`src/rtl/block_grid_renderer.sv`:
```
// Occupancy-grid block renderer: row-coloured cells drawn onto the VGA
// pixel stream, with sequenced clear, acked row writes and a level tick.
module block_grid_renderer #(
  parameter int GRID_ROWS = 8,
  parameter int GRID_COLS = 8,
  parameter int CELL_W = 80,
  parameter int CELL_H = 60,
  parameter int COLOR_W = 8,
  parameter logic [COLOR_W-1:0] BG_COLOR = '0,
  parameter int unsigned BASE_PERIOD = 2**22,
  parameter int unsigned PERIOD_STEP = 2**18,
  parameter int unsigned MIN_PERIOD = 2**16
) (
  input  logic clk,
  input  logic reset,
  input  logic [9:0] counter_x,
  input  logic [9:0] counter_y,
  input  logic in_display,
  input  logic wr_en,
  input  logic [((GRID_ROWS > 1) ? $clog2(GRID_ROWS) : 1)-1:0] wr_row,
  input  logic [GRID_COLS-1:0] wr_bits,
  input  logic [COLOR_W-1:0] wr_color,
  output logic wr_ack,
  input  logic clr,
  output logic busy,
  output logic clr_done,
  input  logic [3:0] level,
  input  logic tick_en,
  output logic tick,
  output logic [COLOR_W-1:0] rgb
);

  localparam int RW =
    (GRID_ROWS > 1) ? $clog2(GRID_ROWS) : 1;
  localparam int CXW =
    (GRID_COLS > 1) ? $clog2(GRID_COLS) : 1;
  localparam int unsigned BIG =
    (BASE_PERIOD > PERIOD_STEP) ?
    BASE_PERIOD : PERIOD_STEP;
  localparam int PW = $clog2(BIG + 1) + 5;

  typedef enum logic {
    IDLE,
    CLEAR
  } state_t;

  state_t state;
  state_t state_nxt;
  logic [RW-1:0] idx;
  logic wr_ok;
  logic clr_row;
  logic clr_last;

  logic [GRID_COLS-1:0] rows [GRID_ROWS];
  logic [COLOR_W-1:0] colors [GRID_ROWS];

  always_ff @(posedge clk) begin
    if (reset) state <= IDLE;
    else state <= state_nxt;
  end

  always_comb begin
    state_nxt = state;
    unique case (state)
      IDLE: if (clr) state_nxt = CLEAR;
      CLEAR: if (clr_last) state_nxt = IDLE;
      default: state_nxt = IDLE;
    endcase
  end

  always_comb begin
    busy = 1'b0;
    wr_ok = 1'b0;
    clr_row = 1'b0;
    clr_last = 1'b0;
    unique case (state)
      IDLE: begin
        wr_ok = wr_en && !clr &&
          (int'(wr_row) < GRID_ROWS);
      end
      CLEAR: begin
        busy = 1'b1;
        clr_row = 1'b1;
        clr_last = (int'(idx) == GRID_ROWS - 1);
      end
      default: ;
    endcase
  end

  always_ff @(posedge clk) begin
    if (reset) begin
      idx <= '0;
      wr_ack <= 1'b0;
      clr_done <= 1'b0;
      for (int i = 0; i < GRID_ROWS; i++) begin
        rows[i] <= '0;
        colors[i] <= '0;
      end
    end else begin
      wr_ack <= wr_ok;
      clr_done <= clr_row && clr_last;
      if (clr_row && !clr_last) idx <= idx + RW'(1);
      else idx <= '0;
      if (wr_ok) begin
        rows[wr_row] <= wr_bits;
        colors[wr_row] <= wr_color;
      end
      if (clr_row) begin
        rows[idx] <= '0;
        colors[idx] <= '0;
      end
    end
  end

  logic [9:0] cx;
  logic [9:0] cy;
  logic de;

  always_ff @(posedge clk) begin
    if (reset) begin
      cx <= '0;
      cy <= '0;
      de <= 1'b0;
    end else begin
      cx <= counter_x / 10'(CELL_W);
      cy <= counter_y / 10'(CELL_H);
      de <= in_display;
    end
  end

  // Row 0 is the bottom band, so flip the cell row index.
  logic in_grid;
  logic [RW-1:0] ri;
  logic [CXW-1:0] ci;
  logic [COLOR_W-1:0] px;

  always_comb begin
    in_grid = de &&
      (int'(cx) < GRID_COLS) &&
      (int'(cy) < GRID_ROWS);
    ri = RW'(GRID_ROWS - 1) - cy[RW-1:0];
    ci = cx[CXW-1:0];
    px = '0;
    if (in_grid) begin
      px = rows[ri][ci] ? colors[ri] : BG_COLOR;
    end
  end

  always_ff @(posedge clk) begin
    if (reset) rgb <= '0;
    else rgb <= px;
  end

  logic [PW-1:0] red;
  logic [PW-1:0] raw;
  logic [PW-1:0] period;
  logic [PW-1:0] cnt;
  logic fire;

  always_comb begin
    red = PW'(level) * PW'(PERIOD_STEP);
    if (red >= PW'(BASE_PERIOD)) raw = '0;
    else raw = PW'(BASE_PERIOD) - red;
    if (raw < PW'(MIN_PERIOD)) period = PW'(MIN_PERIOD);
    else period = raw;
    fire = (cnt >= period - PW'(1));
  end

  always_ff @(posedge clk) begin
    if (reset || !tick_en) begin
      cnt <= '0;
      tick <= 1'b0;
    end else if (fire) begin
      cnt <= '0;
      tick <= 1'b1;
    end else begin
      cnt <= cnt + PW'(1);
      tick <= 1'b0;
    end
  end

endmodule

```
`config.mk`:
```
export PLATFORM = sky130hd
export DESIGN_NAME = block_grid_renderer
export DESIGN_NICKNAME = d
export VERILOG_FILES = /design/src/rtl/block_grid_renderer.sv
export SDC_FILE = /design/constraint.sdc
export NUM_CORES = 1
export LEC_CHECK = 0
export BUFFER_PORTS_ARGS = -buffer_cell sky130_fd_sc_hd__buf_2
export CAP_MARGIN = 20
export CORE_MARGIN = 5
export CORE_UTILIZATION = 50
export CTS_BUF_LIST = sky130_fd_sc_hd__clkbuf_2 sky130_fd_sc_hd__clkbuf_4 sky130_fd_sc_hd__clkbuf_8
export DETAILED_ROUTE_END_ITERATION = 7
export HOLD_SLACK_MARGIN = 0.08
export PLACE_DENSITY = 0.77
export SETUP_SLACK_MARGIN = 0.02
export SLEW_MARGIN = 10
export SYNTH_ARGS = -nofsm -noshare
export SYNTH_HDL_FRONTEND = slang
export SYNTH_SLANG_ARGS = --single-unit
```
`constraint.sdc`:
```
create_clock -name clk -period 5.6 [get_ports clk]
set_input_delay 1.4 -clock clk [delete_from_list [all_inputs] [get_ports clk]]
set_output_delay 1.4 -clock clk [all_outputs]
set_load 0.05 [all_outputs]
```
Word-level counts from Yosys, hierarchy flattened:

Memory sizes are Yosys's and may differ from the RTL's. A register that Yosys moved wholly into a read port is not among the register bits.
Cells that the tools add are included.

* bits in registers: 56
* memory bits (writable): 128
* input port bits: 49
* output and inout bits: 12
* word-level logic and storage cells: 76
* memories: 2

* add/subtract/negate cells: 5
* divide/modulo/power cells: 2
* magnitude comparators: 6
* equal/unequal tests: 1
* muxes and demuxes: 31
* bitwise operators: 4
* reduce and logical (&&, ||, !) cells: 16

Memory list
* colors: depth 8, bits a word 8, rd ports 1, clocked after memory_dff 1, wr ports 8, line 55 `logic [COLOR_W-1:0] colors [GRID_ROWS];`
* rows: depth 8, bits a word 8, rd ports 1, clocked after memory_dff 0, wr ports 8, line 54 `logic [GRID_COLS-1:0] rows [GRID_ROWS];`

Operators with widths (count)
* $mux W28: 2
* $mux W8: 4
* $reduce_or A8 Y1: 4
* $add A28 B1 Y28 const B: 1
* $ge A28 B28 Y1: 1
* $lt A28 B17 Y1 const B: 1
* $sub A28 B1 Y28 const B: 1
* $sub A23 B22 Y24 const A: 1
* $ge A22 B23 Y1 const B: 1
* $lt A10 B4 Y1 const B: 2
* $mux W1: 19
* $mux W3: 4
* $div A10 B6 Y10 const B: 1
* $div A10 B7 Y10 const B: 1
* $logic_and A1 B1 Y1: 5
* $lt A3 B4 Y1 const B: 1
* $not A1 Y1: 4
* $reduce_or A2 Y1: 2
* $add A3 B1 Y3 const B: 1
* $bmux W1 S3: 1
* $eq A3 B1 Y1 const B: 1
* $logic_not A1 Y1: 3
* $reduce_or A3 Y1: 1
* $sub A3 B3 Y3 const A: 1
* other kinds (2): 2

Logic depth before layout (Yosys ltp):

Gate-level depths: netlist of the first run.

* depth in word-level cells: 9
* gate-level depth with buffers: 13

Least setup slack after synthesis of the first run:

Ideal clock, no wire load.

* kind: input to register
* start: in level[0]
* end: reg cnt[25]
* setup time: 0.115 ns
* arrival time: 3.474 ns
* setup slack: 2.012 ns
* stages: 13
* cells stage by stage: inv_1 > ha_1 > o21ai_0 > nor2_1 > and2_1 > or2_2 > xor2_1 > ha_1 > o2111ai_1 > a21o_1 > o21ai_4 > buf_6 > nor2_1

* longest elaborated chain between the ends: 7

Ends and longest elaborated chain
* from (decl): line 27 `input logic [3:0] level,`
* $sub A23 B22 Y24 or $ge A22 B23 Y1 (tied branches): line 163, 162
* $mux W28 (*): line 162 `if (red >= PW'(BASE_PERIOD)) raw = '0;`
* $lt A28 B17 Y1: line 164 `if (raw < PW'(MIN_PERIOD)) period = PW'(MIN_PERIOD);`
* $mux W28 (*): line 164
* $sub A28 B1 Y28 (*): line 166 `fire = (cnt >= period - PW'(1));`
* $ge A28 B28 Y1 (*): line 166
* $reduce_or A2 Y1 (no source line) (*)
* to (signal assigned): line 177 `cnt <= cnt + PW'(1);`
* to (decl): line 157 `logic [PW-1:0] cnt;`

Every way passes the cells marked *; elsewhere a longest branch is shown, timed or not.
A chain may end at the register's enable or synchronous reset.

==> run metrics, run 1 <==
PortBufs 54; slew margin rel. 0.274; Syn Inst Count 705; Switching Fraction 0.250; Final ANT Viol Nets 0; Clock Path Buffers 2; H-tree Lvls 4; Total GRT Usage 0.189; Logic pwr share 0.099; final critical-path share of the clock period 0.654; # DRC 0; first-pass GRT wire length 28800 um; max incr delay on CP 0.80 ns; LEAKAGE 3.42 nW; dpl hpwl 10900 um; initial antenna violation count 0; clk_lat worst skew 0.46 ns; clock share of power 0.323; EDFF count, synth 128; Core Rows 47; total grt overflow 0; ANT cells 0; Max Freq 0.273 GHz; maxcap violations 0; vias per inst 5.58; synthesized area per cell 11.8 um^2; Non-Filler Instances 988; initial cell density of the core 0.507; fillers 1387; syn_nets 771; Die X 139 um; sum of buffers and inverters on the critical path 3; vias in the first global route 5488; Pwr Total 0.00261 W; status finished, final reports clean; Worst EP required 5.67 ns; CP Cell Sequence buf_2 -> nor4b_1 -> inv_1 -> o22ai_1 -> nand2_1 -> buf_4 -> nand2b_1; CTS sink count 181; Int Pwr 0.00195 W; placed insts 956; FFs w/ async S/R, synth 0; final hold vios 0; Psw 0.000653 W; Die Y 139 um; DRT iter0 DRCs 551; Least-Margin Pin Slew 1.09 ns; Final min period 3.66 ns; Max Slew Vio Count 0; Worst Path Max Fanout 24; multi-input logic area 3240 um^2; Min-Delay Path Class reg -> reg; # setup viols final 0; Area Overhead vs Synth 10.3%; CP Capture Type register; clock-pin slew on the worst setup and hold paths 0.09 ns; pin count of the biggest net entering global routing 33; Sequential Power Share 0.578; type of origin of the critical path primary input; slowest stage cell on the critical path nand2b_1; clock buffer count from CTS 17; routability cong. 0.806; CTS root buffer clkbuf_8; Setup TNS Final 0 ns; drt total wl 17400 um; Die ar. 19400 um^2; share of layout cells above drive strength 1 0.180; Worst EP arrival 3.73 ns; FF/Latch Area 4910 um^2; VDD IR max 0.000174 V; register area share after synthesis 0.587; RSZ-0062 raised after global routing false; Post-Syn Area 8350 um^2; Post-CTS Setup Inserts 0; post-cts resize count 0; Post-synth top flop edfxtp_1; TritonRoute pass-1 iters 5; Ys Warns 0; IO Pins 61; PD cells 283 nW/um^2; WS Path Type in -> reg; Yosys reg bits 181; nets@finish 821; CTS tree built; total core area 16500 um^2; Final Skew 0.0180 ns; Cell variety after synth 55; family with the most delay on the worst path simple AND/OR/NAND/NOR gates; hold_buf cts 0; via count 5512; WL/cell 17.6 um
-- per-stage QoR --
| step | worst slack [ns] | util | area [um^2] | hold slack [ns] |
|---|---|---|---|---|
| 3_3_place_gp | 1.48 | 0.536 | 8830 | 0.444 |
| 2_1_floorplan | 2.01 | - | 8350 | 0.430 |
| 5_1_grt | 1.65 | 0.559 | 9210 | 0.493 |
| 4_1_cts | 1.95 | 0.559 | 9210 | 0.472 |
| 3_5_place_dp | 1.45 | 0.536 | 8830 | 0.450 |
| 6_report | 1.94 | 0.559 | 9210 | 0.474 |
-- registers in the layout (all words and copies together), names as in the netlist --
| name | count |
|---|---|
| colors | 64 |
| rows | 64 |
| cnt | 28 |
| rgb | 8 |
| cy | 5 |
| cx | 4 |
| idx | 3 |
| clr_done | 1 |
| de | 1 |
| state | 1 |
| tick | 1 |
| wr_ack | 1 |
-- worst register-to-register path, stage by stage (launching register included) --
cell	delay, ns
dfxtp_1	0.36
nor4b_1	0.55
inv_1	0.08
o22ai_1	0.31
nand2_1	0.11
buf_4	0.23
nand2b_1	0.80
-- worst paths after layout --
kind                              from    endpoint  slack, ns  cells after the start
worst max-delay path             reset  rows[2][4]       1.94                      7
worst min-delay path            cnt[0]      cnt[0]       0.47                      1
worst max register to register   state  rows[2][4]       2.76                      6
worst min register to register  cnt[0]      cnt[0]       0.47                      1
-- kinds of logic after synthesis --
family,Yosys count,share of synthesized area
compound gates,69,0.0581
xor+xnor,29,0.0304
fa+ha+maj,19,0.0279
buf+inv,49,0.0253
flops,181,0.587
mux,49,0.107
simple gates,309,0.164
-- synth_stat cells, types with 12 or more instances --
| master | instances | area share |
|---|---|---|
| a21oi_1 | 12 | 0.0072 |
| clkbuf_1 | 22 | 0.0099 |
| dfxtp_1 | 53 | 0.13 |
| edfxtp_1 | 128 | 0.46 |
| ha_1 | 17 | 0.025 |
| inv_1 | 14 | 0.0063 |
| mux2i_1 | 17 | 0.020 |
| mux4_2 | 32 | 0.086 |
| nand2_1 | 43 | 0.019 |
| nand2b_1 | 17 | 0.013 |
| nand3_1 | 16 | 0.0096 |
| nand4_1 | 13 | 0.0097 |
| nor2_1 | 181 | 0.081 |
| o21ai_0 | 12 | 0.0072 |
| xor2_1 | 19 | 0.020 |
-- metal layers --
metal | up-vias | GRT usage | wire (um)
met5 | - | 0 | 0
met4 | 0 | 0.0448 | 242
met3 | 26 | 0.0398 | 1160
met2 | 208 | 0.296 | 8340
met1 | 2641 | 0.272 | 7680
li1 | 2637 | - | -
-- area by class of cell --
cell class | instances | area share
Timing Repair Buffer | 66 | 0.0391
Clock inverter | 10 | 0.00937
Multi-Input combinational cell | 475 | 0.351
Sequential cell | 181 | 0.533
Tap cell | 220 | 0.0299
Inverter | 14 | 0.00570
Clock buffer | 22 | 0.0322
-- power groups by stage --
stage,Clock [W],Sequential (W),Combinational (W)
CTS,0.000854,0.00151,0.000260
global placement,0,0.00154,0.000254
global route,0.000918,0.00151,0.000283
finish,0.000843,0.00151,0.000258
detailed placement,0,0.00154,0.000258
floorplan,0,0.00153,0.000188
-- cell usage in the layout, fill, tap and decap left out, types with 3 or more instances in the layout --
cell type and instances:
edfxtp_1 128, o21ai_0 12, nand2_1 43, nand2b_1 17, a22oi_1 3, xnor2_1 10
a21boi_0 4, buf_2 54, buf_4 12, o2111ai_1 3, or2_2 3, nor4_1 3
mux2i_1 17, nand4_1 13, xor2_1 19, a21oi_1 12, dfxtp_1 52, nor3_1 10
a211oi_1 7, nand3_1 16, nor2b_1 5, a21o_1 8, inv_1 14, and3_1 4
ha_1 17, clkinv_4 3, and2_1 4, clkbuf_8 21, nor2_1 181, mux4_2 32
No activity file was read; power rests on OpenSTA's default activity.
==> run 2: changes to the inputs <==
Clock period 5.6 ns to 3.8 ns, I/O delays scaled along.
==> run metrics, run 2 (synthesized netlist as in run 1, its figures left out) <==
drt total wl 18100 um (+3.9%); commonest non-fill, non-tap cell in the layout nor2_1; CTS sink count 181 (unchanged); final hold vios 0 (unchanged); WL/cell 18.1 um (+2.9%); Regs by FF count colors: 64 flops, rows: 64 flops, cnt: 28 flops; dpl hpwl 11700 um (+7.7%); VDD IR max 0.000246 V (+42%); Worst EP arrival 3.23 ns (-0.50 ns); Die ar. 19400 um^2 (unchanged); Core Rows 47 (unchanged); PD cells 420 nW/um^2 (+48%); IO Pins 61 (unchanged); CP Capture Type register; Die Y 139 um (unchanged); share of layout cells above drive strength 1 0.188 (+0.00797); final critical-path share of the clock period 0.754; Total GRT Usage 0.194 (+0.00588); Max Freq 0.349 GHz; Final ANT Viol Nets 0 (unchanged); ANT cells 0 (unchanged); initial cell density of the core 0.507 (unchanged); Non-Filler Instances 998 (+1.0%); total grt overflow 0 (unchanged); Least-Margin Pin Slew 0.770 ns (-0.319 ns); routability cong. 0.854 (+6.0%); maxcap violations 0 (unchanged); total core area 16500 um^2 (unchanged); end of the worst register-to-register path rgb[4]; pin count of the biggest net entering global routing 29 (-12%); via count 5616 (+1.9%); hold_buf cts 0 (unchanged); Die X 139 um (unchanged); fillers 1380 (-0.50%); RSZ-0062 raised after global routing false; Hold Path Depth 1 (unchanged); Area Overhead vs Synth 11.5%; type of origin of the critical path primary input; clk_lat worst skew 0.47 ns (about the same); LEAKAGE 3.47 nW (+1.7%); H-tree Lvls 4 (unchanged); initial antenna violation count 0 (unchanged); most frequent cells in the layout 181 x nor2_1, 128 x edfxtp_1, 54 x buf_2, 52 x dfxtp_1, 43 x nand2_1; Worst Path Max Fanout 28 (+17%); worst r2r path cells 5 (-1); placed insts 966 (+1.0%); reg2reg start cy[1]; Setup TNS Final 0 ns (unchanged); nets@finish 831 (+1.2%); PortBufs 54 (unchanged); Min-Delay Path Class reg -> reg; # setup viols final 0 (unchanged); vias per inst 5.63 (+0.87%); first-pass GRT wire length 29700 um (+3.2%); # DRC 0 (unchanged); post-cts resize count 0 (unchanged); CTS root buffer clkbuf_8; slew margin rel. 0.483 (+0.209); Final min period 2.87 ns; Worst EP required 4.16 ns (-1.51 ns); clock-pin slew on the worst setup and hold paths 0.09 ns (about the same); min-delay src cnt[0]; CTS tree built; Reg2Reg Setup Slack 1.37 ns (-1.39 ns); status finished, final reports clean; DRT iter0 DRCs 457 (-17%); clock buffer count from CTS 17 (unchanged); TritonRoute pass-1 iters 6 (+1); Clock Path Buffers 2 (unchanged); Post-CTS Setup Inserts 0 (unchanged); WS Path Type in -> reg; Max Slew Vio Count 0 (unchanged); hold endpoint cnt[0]; worst hold slack 0.469 ns (-0.00536 ns); Final Skew 0.0125 ns (-0.00554 ns); vias in the first global route 5715 (+4.1%)
-- run 2: changes by cell type in the layout (fill, tap and decap cells not counted), sizes merged --
cell and delta:
buf +10, clkbuf -4, bufinv +2, clkinv +2
-- run 2: how the worst max path moves through the flow --
stage               slack (ns)       to  depth (start not counted)     start
detailed placement        0.45   cnt[4]                         14  level[0]
global placement          0.48  cnt[21]                         14  level[0]
global route              0.80  cnt[16]                         14  level[0]
CTS                       0.95  cnt[17]                         14  level[0]
floorplan                 0.66  cnt[25]                         13  level[0]
finish                    0.93   cnt[2]                         14  level[0]
-- run 2: final cells by class --
type,count,area (um^2),share of cell area
multi-input cells,475,3240,0.348
flip-flops and latches,181,4910,0.527
well taps,220,275,0.0296
inverters,14,52.6,0.00564
clock buffers,18,241,0.0259
clock inverters,14,151,0.0163
repair buffers,76,448,0.0481
-- run 2: layer usage --
layer | vias to the layer above | part of all wire | wire, um | global-route usage
met4 | 0 | 0.014 | 253 | 0.0623
met3 | 23 | 0.075 | 1360 | 0.0422
met1 | 2717 | 0.43 | 7760 | 0.263
li1 | 2661 | - | - | -
met2 | 215 | 0.48 | 8740 | 0.316
met5 | - | 0 | 0 | 0
-- run 2: through the flow --
step	total power, W	utilization	area, um^2	worst slack, ns
finish	0.00391	0.565	9310	0.933
global route	0.00406	0.565	9310	0.797
CTS	0.00393	0.565	9310	0.950
detailed placement	0.00266	0.542	8920	0.446
global placement	0.00264	0.542	8920	0.475
floorplan	0.00253	-	8350	0.662
-- run 2: power breakdown --
part           switching [W]  total, W  internal [W]
Sequential         0.0000347   0.00222       0.00218
Clock               0.000698   0.00130      0.000598
Combinational       0.000234  0.000394      0.000161
Total               0.000966   0.00391       0.00294
-- run 2: worst max-delay path, cell delays in order --
cell and delay, ns:
buf_2 0.10, inv_1 0.07, ha_1 0.22, o21ai_0 0.11, nor2_1 0.08, and2_1 0.21, or2_2 0.31, xor2_1 0.15
ha_1 0.27, o2111ai_1 0.11, a21o_1 0.23, o21ai_4 0.17, buf_12 0.19, nor2_1 0.06
==> run 3: changes to the inputs <==
Clock period 3.8 ns to 2.8 ns, I/O delays scaled along.
==> run metrics, run 3 (synthesized netlist as in run 1, its figures left out) <==
Final Skew 0.0167 ns (+0.00422 ns); Hold Path Depth 2 (+1); Core Rows 47 (unchanged); slew margin rel. 0.464 (-0.0190); Non-Filler Instances 1017 (+1.9%); Final min period 2.60 ns; Reg2Reg Setup Slack 0.48 ns (-0.89 ns); CTS sink count 181 (unchanged); vias per inst 5.57 (-1.0%); final hold vios 0 (unchanged); status finished, final reports clean; initial cell density of the core 0.507 (unchanged); Regs by FF count colors: 64 flops, rows: 64 flops, cnt: 28 flops; drt total wl 17900 um (-1.1%); Die ar. 19400 um^2 (unchanged); RSZ-0062 raised after global routing true; Least-Margin Pin Slew 0.799 ns (+0.0282 ns); Die X 139 um (unchanged); Die Y 139 um (unchanged); share of layout cells above drive strength 1 0.215 (+0.0269); CP Cell Sequence buf_2 -> inv_1 -> buf_4 -> ha_1 -> nor2_1 -> nand4_1 -> ha_1 -> and2_1 -> o2111ai_1 -> a21o_1 -> o21ai_4 -> nor2_1; IO Pins 61 (unchanged); vias in the first global route 5563 (-2.7%); VDD IR max 0.000334 V (+36%); clock buffer count from CTS 17 (unchanged); TritonRoute pass-1 iters 5 (-1); Pwr Total 0.00527 W (+35%); worst r2r path cells 6 (+1); Setup TNS Final 0 ns (unchanged); Place WS -0.419 ns (-0.864 ns); PortBufs 54 (unchanged); clk_lat worst skew 0.46 ns (about the same); ANT cells 0 (unchanged); fillers 1341 (-2.8%); first-pass GRT wire length 29100 um (-2.1%); DRT iter0 DRCs 502 (+9.8%); Area Overhead vs Synth 13.8%; multi-input logic area 3270 um^2 (+0.97%); PD cells 555 nW/um^2 (+32%); dpl hpwl 11500 um (-1.8%); Worst EP arrival 2.94 ns (-0.29 ns); commonest non-fill, non-tap cell in the layout nor2_1; hold_buf cts 0 (unchanged); Total GRT Usage 0.191 (-0.00312); CTS root buffer clkbuf_8; CP Capture Type register; sum of buffers and inverters on the critical path 3 (unchanged); most frequent cells in the layout 181 x nor2_1, 128 x edfxtp_1, 54 x buf_2, 52 x dfxtp_1, 43 x nand2_1; CTS tree built; maxcap violations 0 (unchanged); Clock Path Buffers 2 (unchanged); clock-pin slew on the worst setup and hold paths 0.09 ns (about the same); final core utilization 0.577 (+0.0119); placed insts 984 (+1.9%); end of the worst register-to-register path cnt[21]; hold endpoint state; # setup viols final 0 (unchanged); initial antenna violation count 1 (+1); total core area 16500 um^2 (unchanged); type of origin of the critical path primary input; Final ANT Viol Nets 0 (unchanged); via count 5665 (+0.87%); FF/Latch Area 4910 um^2 (unchanged); Max Freq 0.384 GHz; Min-Delay Path Class in -> reg; WL/cell 17.6 um (-2.9%); Max Slew Vio Count 0 (unchanged); Worst Path Max Fanout 14 (-50%); LEAKAGE 3.57 nW (+2.9%); final setup margin 0.196 ns (-0.737 ns); WS Path Type in -> reg; total grt overflow 0 (unchanged); Worst EP required 3.14 ns (-1.02 ns); family with the most delay on the worst path compound AO/OA/AOI/OAI gates; # DRC 0 (unchanged); routability cong. 0.798 (-6.5%); nets@finish 850 (+2.3%); reg2reg start cnt[0]; min-delay src reset; H-tree Lvls 4 (unchanged); pin count of the biggest net entering global routing 29 (unchanged); slowest stage cell on the critical path o21ai_4; final critical-path share of the clock period 0.930; max incr delay on CP 0.41 ns (+0.10 ns)
==> run 3: cell count changes in the layout (fill, tap and decap cells not counted), moves of 2 or more <==
| cell | before | now |
|---|---|---|
| clkinv_1 | 2 | 0 |
| buf_12 | 1 | 4 |
| clkinv_4 | 0 | 2 |
| buf_4 | 21 | 36 |
==> run 3: worst max path at each step <==
stage | slack, ns | cells past startpoint | to | start
after detailed placement | -0.42 | 13 | cnt[27] | level[0]
final | 0.20 | 12 | cnt[21] | level[0]
after global routing | 0.01 | 12 | cnt[27] | level[0]
after global placement | -0.37 | 13 | cnt[27] | level[1]
after CTS | 0.09 | 13 | cnt[27] | level[0]
after floorplan | 0.05 | 13 | cnt[25] | level[0]
==> run 3: what timing repair did <==
action,CTS,global route
buffers inserted,0,0
hold endpoints to repair,0,0
gates resized for setup,0,2
endpoints found under the setup margin,0,28
==> run 3: area by class of cell <==
type	instances	area share
multi-input combinational	476	0.344
tap	220	0.0290
inverter	14	0.00553
timing repair buffer	94	0.0653
clock buffer	17	0.0246
sequential	181	0.516
clock inverter	15	0.0158
==> run 3: power breakdown <==
part           switching [W]  internal (W)
Clock               0.000970      0.000723
Sequential         0.0000470       0.00296
Combinational       0.000323      0.000246
==> run 3: routing by layer <==
metal / track usage / wire length, um
met2: 0.303 / 8710
met1: 0.265 / 7690
met5: 0 / 13
met3: 0.0456 / 1280
met4: 0.0572 / 221
==> run 3: per-stage QoR <==
| step | cell area [um^2] | hold slack (ns) |
|---|---|---|
| 3_3_place_gp | 9100 | 0.441 |
| 3_5_place_dp | 9100 | 0.455 |
| 4_1_cts | 9480 | 0.418 |
| 2_1_floorplan | 8360 | 0.430 |
| 6_report | 9510 | 0.444 |
| 5_1_grt | 9510 | 0.437 |
